File: config.mk
export PLATFORM = sky130hd
export DESIGN_NAME = mem_arbiter
export DESIGN_NICKNAME = d
export VERILOG_FILES = /design/src/rtl/mem_arb_pkg.sv /design/src/rtl/mem_arbiter_rr_arb2.sv /design/src/rtl/mem_arbiter.sv
export SDC_FILE = /design/constraint.sdc
export NUM_CORES = 1
export LEC_CHECK = 0
export CAP_MARGIN = 10
export CELL_PAD_IN_SITES_DETAIL_PLACEMENT = 0
export CELL_PAD_IN_SITES_GLOBAL_PLACEMENT = 1
export CORE_MARGIN = 4
export CORE_UTILIZATION = 25
export CTS_CLUSTER_DIAMETER = 50
export DETAILED_ROUTE_END_ITERATION = 12
export HOLD_SLACK_MARGIN = 0.08
export PLACE_DENSITY_LB_ADDON = 0.2
export SYNTH_ARGS = -nofsm -noshare
export SYNTH_HDL_FRONTEND = slang
export SYNTH_HIERARCHICAL = 1
export SYNTH_SLANG_ARGS = --single-unit
File: constraint.sdc
create_clock -name CLK -period 3.9 [get_ports CLK]
set_input_delay 0.78 -clock CLK [delete_from_list [all_inputs] [get_ports CLK]]
set_output_delay 0.78 -clock CLK [all_outputs]
set_load 0.03 [all_outputs]
File: src/rtl/mem_arb_pkg.sv
// mem_arb_pkg: shared constants for the two-port memory arbiter
package mem_arb_pkg;
  localparam int ADDR_W_DEF = 32;
  localparam int DATA_W_DEF = 32;
  localparam int CNT_W_DEF = 16;
  localparam logic [1:0] IDLE = 2'd0;
  localparam logic [1:0] BUSY = 2'd1;
  localparam logic [1:0] RESP = 2'd2;
  localparam logic OWN_I = 1'b0;
  localparam logic OWN_D = 1'b1;
endpackage

File: src/rtl/mem_arbiter_rr_arb2.sv
// rr_arb2: two-way round-robin pick between instruction and data requests
// iReq/dReq: pending requests; lastGrant: owner of the previous grant
// grant: chosen owner (meaningful when any request is high); conflict: both requests high
module rr_arb2
  import mem_arb_pkg::*;
(
  input  logic iReq,
  input  logic dReq,
  input  logic lastGrant,
  output logic grant,
  output logic conflict
);
  always_comb begin
    conflict = iReq & dReq;
    grant = conflict ? ~lastGrant : (dReq ? OWN_D : OWN_I);
  end
endmodule

File: src/rtl/mem_arbiter.sv
// mem_arbiter: serialises icache/dcache miss traffic onto one shared memory port
// CLK/Reset: system clock, async active-high reset
// iMReq/iMAddr -> iMReady/iMRD: instruction-cache port (read only)
// dMReq/dMAddr/dMWE/dMWD -> dMReady/dMRD: data-cache port
// mReq/mAddr/mWE/mWD <- mReady/mRD: shared memory port, all outputs registered
// ConflictCnt: saturating count of idle cycles with both requests high
module mem_arbiter
  import mem_arb_pkg::*;
#(
  parameter int ADDR_W = ADDR_W_DEF,
  parameter int DATA_W = DATA_W_DEF,
  parameter int CNT_W = CNT_W_DEF
) (
  input  logic              CLK,
  input  logic              Reset,
  input  logic              iMReq,
  input  logic [ADDR_W-1:0] iMAddr,
  output logic              iMReady,
  output logic [DATA_W-1:0] iMRD,
  input  logic              dMReq,
  input  logic [ADDR_W-1:0] dMAddr,
  input  logic              dMWE,
  input  logic [DATA_W-1:0] dMWD,
  output logic              dMReady,
  output logic [DATA_W-1:0] dMRD,
  output logic              mReq,
  output logic [ADDR_W-1:0] mAddr,
  output logic              mWE,
  output logic [DATA_W-1:0] mWD,
  input  logic              mReady,
  input  logic [DATA_W-1:0] mRD,
  output logic [CNT_W-1:0]  ConflictCnt
);
  logic [1:0] state;
  logic owner;
  logic lastGrant;
  logic grant;
  logic conflict;
  logic [DATA_W-1:0] rdata;
  rr_arb2 uArb (
    .iReq(iMReq),
    .dReq(dMReq),
    .lastGrant(lastGrant),
    .grant(grant),
    .conflict(conflict)
  );
  assign iMRD = rdata;
  assign dMRD = rdata;
  always_ff @(posedge CLK or posedge Reset) begin
    if (Reset) begin
      state <= IDLE;
      owner <= OWN_I;
      lastGrant <= OWN_I;
      mReq <= 1'b0;
      mAddr <= '0;
      mWE <= 1'b0;
      mWD <= '0;
      rdata <= '0;
      iMReady <= 1'b0;
      dMReady <= 1'b0;
      ConflictCnt <= '0;
    end else begin
      iMReady <= 1'b0;
      dMReady <= 1'b0;
      case (state)
        IDLE: begin
          if (iMReq | dMReq) begin
            owner <= grant;
            state <= BUSY;
            mReq <= 1'b1;
            mAddr <= grant ? dMAddr : iMAddr;
            mWE <= grant & dMWE;
            mWD <= grant ? dMWD : '0;
          end
          if (conflict && !(&ConflictCnt)) ConflictCnt <= ConflictCnt + CNT_W'(1);
        end
        BUSY: begin
          if (mReady) begin
            rdata <= mRD;
            lastGrant <= owner;
            mReq <= 1'b0;
            state <= RESP;
            iMReady <= owner == OWN_I;
            dMReady <= owner == OWN_D;
          end
        end
        default: state <= IDLE;
      endcase
    end
  end
endmodule

Word level (Yosys, flattened, before mapping):

Index checks and enable logic that the tools add are counted.

* word-level logic and storage cells: 44
* input bits: 134
* register bits after elaboration: 120

* $add $sub $neg: 1
* reductions and logical operators: 10
* equal/unequal tests: 3
* bitwise operators: 5
* multiplexer cells: 14

Operators with widths (number)
* 32-bit 2-to-1 mux: 2
* 16-bit by 1-bit adder with 16-bit output (second input constant): 1
* 16-bit AND reduction: 1
* 1-bit 2-to-1 mux: 8
* 2-bit AND reduction: 4
* 2-bit 2-to-1 mux: 2
* 2-bit inequality test (second input constant): 2
* 2-bit one-hot mux with 2 select lines: 1
* 3-bit AND reduction: 1
* 1-bit bitwise AND: 2
* 2-bit by 1-bit == test with 1-bit output (second input constant): 1
* 2-bit zero test: 1
* 1-bit inverter: 2
* 1-bit one-hot mux with 2 select lines: 1
* 2-bit nonzero test: 1
* 1-bit logical AND: 1
* 1-bit zero test: 1
* 1-bit bitwise OR: 1

Depth between registers and ports, before layout:

* depth in word-level cells: 4
* depth in mapped cells: 7
* mapped depth without buffers: 5

Modules after synthesis:

Netlist, hierarchy kept.

Modules (own cells, without submodules)
* mem_arbiter: area an instance 5221.3 µm², times used 1, cells each 544
* rr_arb2: area an instance 17.5 µm², times used 1, cells each 2

Worst setup path before layout:

OpenSTA, ideal clock, no wires.

* kind: input to register
* from: in iMReq
* to: reg ConflictCnt[5]
* cell stages on the path: 5
* arrival time: 2.061 ns
* path slack: 1.705 ns
* required time: 3.766 ns
* setup time: 0.134 ns
* buffers on the path: 1
* cell sequence: and2_1 or3b_4 buf_6 or4_4 xnor2_2

* longest elaborated chain between the ends: 3

RTL lines
* start, declared: RTL line mem_arbiter.sv:16 `input logic iMReq,`
* 1-bit bitwise AND: RTL line mem_arbiter_rr_arb2.sv:14 `conflict = iReq & dReq;`
* 1-bit logical AND: RTL line mem_arbiter.sv:75 `if (conflict && !(&ConflictCnt)) ConflictCnt <= ConflictCnt + CNT_W'(1);`
* 2-bit AND reduction (no source line)
* end signal, assigned: RTL line mem_arbiter.sv:75
* end, declared: RTL line mem_arbiter.sv:32 `output logic [CNT_W-1:0] ConflictCnt`

No other way between the ends.
A chain may end at the register's enable or synchronous reset.

Worst setup path in the final report:

* from: in iMReq
* to: reg ConflictCnt[13]

* longest elaborated chain between the ends: 3

RTL lines
* 1-bit bitwise AND: RTL line mem_arbiter_rr_arb2.sv:14
* net conflict: RTL line mem_arbiter.sv:38 `logic conflict;`
* 1-bit logical AND: RTL line mem_arbiter.sv:75
* 2-bit AND reduction (no source line)

The timed path passes the listed nets, and every way through them passes these cells.

==> qor.csv <==
stage,metric,value,unit
sta,rsz0062_at_grt,no,
sta,fin_crit,2500,ps
clocking,htree_levels,4,
floorplan,rows,52,
power,power_frac_seq,27.9,%
global_route,grt-ovfl-total,0,
synth,yosysWarnings,6,
floorplan,ios,282,
sta,setup_violations,0,
placed_design,hpwl,12.0,mm
global_route,grtUsageTotal,14.1,%
synth,synth_top_cell_area_share,57.3,%
floorplan,dieArea,23300,um^2
critical_path,required,4170,ps
worst_hold_path,holdPathEnd,iMReady$_DFF_PP0_,
worst_hold_path,hold_class,reg2reg,
routing,vias_per_cell,4.28,
worst_hold_path,hp-start,owner$_DFFE_PP0P_,
synth,synth_area_leaders,"dfrtp_1, nand2_1, mux2i_1",
routing,detailroute.via_count,4588,
critical_path,arrival,2760,ps
power,p_per_area,884,nW/um^2
layout,nFillCells,1984,
critical_path,worst_setup_path_start_kind,input pin,
placed_design,dp_cells,1039,
critical_path,critical_path.cell_chain,"clkdlybuf4s50_1, and2_1, or3b_4, nor4_2, o21a_1, a41oi_1",
sta,finClkSkew,7.35,ps
power,p_leak,3.96,nW
critical_path,cp-end-kind,flip-flop,
clocking,numCtsBuffers,17,
run,drv_cap,0,
global_route,grt_max_degree,121,
clocking,postCtsHoldBufs,0,
layout,nets,923,
floorplan,core,20400,um^2
power,power_frac_clock,21.3,%
synth,syn_area_per_cell,9.59,um^2
placed_design,pre_cts_slack,972,ps
power,cell_internal_pwr,0.00436,W
power,finalPower,0.00772,W
critical_path,worst_r2r_startpoint,ConflictCnt[0]$_DFFE_PP0P_,
sta,final_max_slew_viol_count,0,
power,peakVddDrop,0.000336,V
critical_path,r2r_cells,5,
placed_design,port_buffers,281,
critical_path,worst-setup-path-type,in2reg,
sta,timing.slew.headroom,52.4,%
layout,utilization,42.7,%
synth,synth_seq_cells,120,
clocking,cts_max_path_buffers,2,
clocking,clkLatencyLatePin,420,ps
clocking,cts_root_buffer,clkbuf_16,
power,swShare,43.5,%
critical_path,slowest_stage,clkdlybuf4s50_1,
global_route,grt_pass1_vias,4853,
sta,post-route-period-util,64.0,%
floorplan,die_h,153,um
global_route,grt_pass1_wl,26.2,mm
sta,max_freq,401,MHz
sta,layout_setup_ws,1400,ps
routing,first_iter_violations,142,
global_route,antenna_found_initial,1,
routing,wirelength,16.4,mm
clocking,cts_tree,yes,
power,p_comb_share,50.8,%
floorplan,die_w,153,um
critical_path,cpPeakStageDelay,600,ps
floorplan,start_util,25.6,%
synth,yosysTopAreaCell,dfrtp_1,
power,power.switching,0.00336,W
layout,syn_to_final_growth,66.7,%
sta,tns,0,ps
synth,synthCells,546,
clocking,cts_setup_buffers,0,
layout,n_antenna_cell,0,
synth,synth_seq_area_share,57.3,%
critical_path,timing.rr.end,ConflictCnt[5]$_DFFE_PP0P_,
worst_hold_path,holdPathStages,1,
routing,dr.pass1.iters,4,
routing,drc,0,
sta,worst_pin_slew,714,ps
critical_path,r2r_setup_slack,1970,ps
clocking,cts_sinks,120,
critical_path,critPathMaxFanout,11,
layout,drive_gt1_share,5.99,%
layout,layout_common_cells,"clkdlybuf4s50_1, nand2_1, dfrtp_1",
synth,syn_area,5240,um^2
clocking,clk_pin_slew,60,ps
clocking,cts_resized,0,
layout,final_cells,1071,
routing,ant_nets,0,
synth,syn_nets,681,
placed_design,globalplace.congestion,0.762,
sta,hold_viol,0,
routing,wl_per_cell,15.3,um
synth,synth_cell_types,39,
layout,final_common_cell,clkdlybuf4s50_1,
outcome,outcome,"complete, no violations",
kinds of logic after synthesis:
group / after synthesis / synth area share (%)
multiplexers: 33 / 6.33
flip-flops: 120 / 57.3
XOR/XNOR: 13 / 2.32
adder cells (fa/ha/maj): 1 / 0.239
AND/OR/NAND/NOR: 270 / 22.0
buffers and inverters: 66 / 7.28
AO/OA/AOI/OAI: 43 / 4.54
routing by layer:
layer,vias to the layer above,global-route usage (%),wire length [um]
met2,190,22.6,7660
li1,2235,-,-
met5,-,0,13
met4,2,4.41,287
met3,18,7.36,1760
met1,2143,16.5,6690
metrics by stage:
| stage | area (um^2) | hold WS, ps |
|---|---|---|
| 2_1_floorplan | 5240 | 417 |
| 6_report | 8730 | 444 |
| 4_1_cts | 8730 | 451 |
| 3_5_place_dp | 8120 | 442 |
| 3_3_place_gp | 8120 | 445 |
| 5_1_grt | 8730 | 478 |
worst max-delay path: cells and delay by family:
kind | cells | cell delay (ps)
buffers and inverters | 1 | 600
AND/OR/NAND/NOR | 3 | 1020
AO/OA/AOI/OAI | 2 | 370
cell usage after synthesis:
library cell / n
nand4_1: 4
buf_4: 32
a31oi_1: 1
o21ai_1: 1
nor2_1: 6
nand2_1: 203
buf_6: 1
nor3_1: 3
and3_1: 1
o2111ai_1: 1
dfrtp_1: 120
or2_2: 3
mux2i_1: 32
or3b_4: 1
inv_1: 2
and4bb_1: 1
and2_1: 2
a21o_1: 1
a21oi_1: 1
ha_1: 1
o21ai_0: 34
clkinv_1: 1
a21boi_2: 1
and4_1: 3
xnor2_2: 1
xnor2_1: 4
clkbuf_1: 25
nor4b_1: 1
mux2_2: 1
nor3b_1: 1
xor2_1: 8
nor4_2: 1
nand3_1: 36
nand2b_1: 1
buf_2: 5
o21a_1: 2
a41oi_1: 1
nor4_1: 2
or4_4: 1
how the worst max path moves through the flow:
| stage | from | endpoint | slack, ps | cells after the start |
|---|---|---|---|---|
| floorplan | Reset | ConflictCnt[0]$_DFFE_PP0P_ | 1650 | 1 |
| global placement | iMReq | ConflictCnt[13]$_DFFE_PP0P_ | 1020 | 6 |
| detailed placement | iMReq | ConflictCnt[13]$_DFFE_PP0P_ | 970 | 6 |
| CTS | iMReq | ConflictCnt[13]$_DFFE_PP0P_ | 1420 | 6 |
| global route | iMReq | ConflictCnt[13]$_DFFE_PP0P_ | 1300 | 6 |
| finish | iMReq | ConflictCnt[13]$_DFFE_PP0P_ | 1400 | 6 |
registers in the layout (all words and copies together) (netlist names):
signal	flops
iMReady	1
ConflictCnt	16
mWE	1
dMReady	1
mWD	32
lastGrant	1
mAddr	32
owner	1
dMRD	32
state	2
mReq	1
final cells by class:
cell class              instances  area, um^2  share of cell area [%]
well taps                     270         338                    3.87
clock inverters                15         191                    2.19
repair buffers                286        2890                    33.1
inverters                       3        15.0                   0.172
multi-input cells             360        1870                    21.4
flip-flops and latches        120        3000                    34.4
clock buffers                  17         425                    4.87
power by group through the flow:
| stage | Clock, W | Combinational (W) | Sequential [W] |
|---|---|---|---|
| finish | 0.00165 | 0.00392 | 0.00215 |
| global route | 0.00175 | 0.00418 | 0.00224 |
| CTS | 0.00169 | 0.00399 | 0.00216 |
| detailed placement | 0 | 0.00398 | 0.00217 |
| global placement | 0 | 0.00396 | 0.00215 |
| floorplan | 0 | 0.00132 | 0.00317 |
No activity file was read; power rests on OpenSTA's default activity.
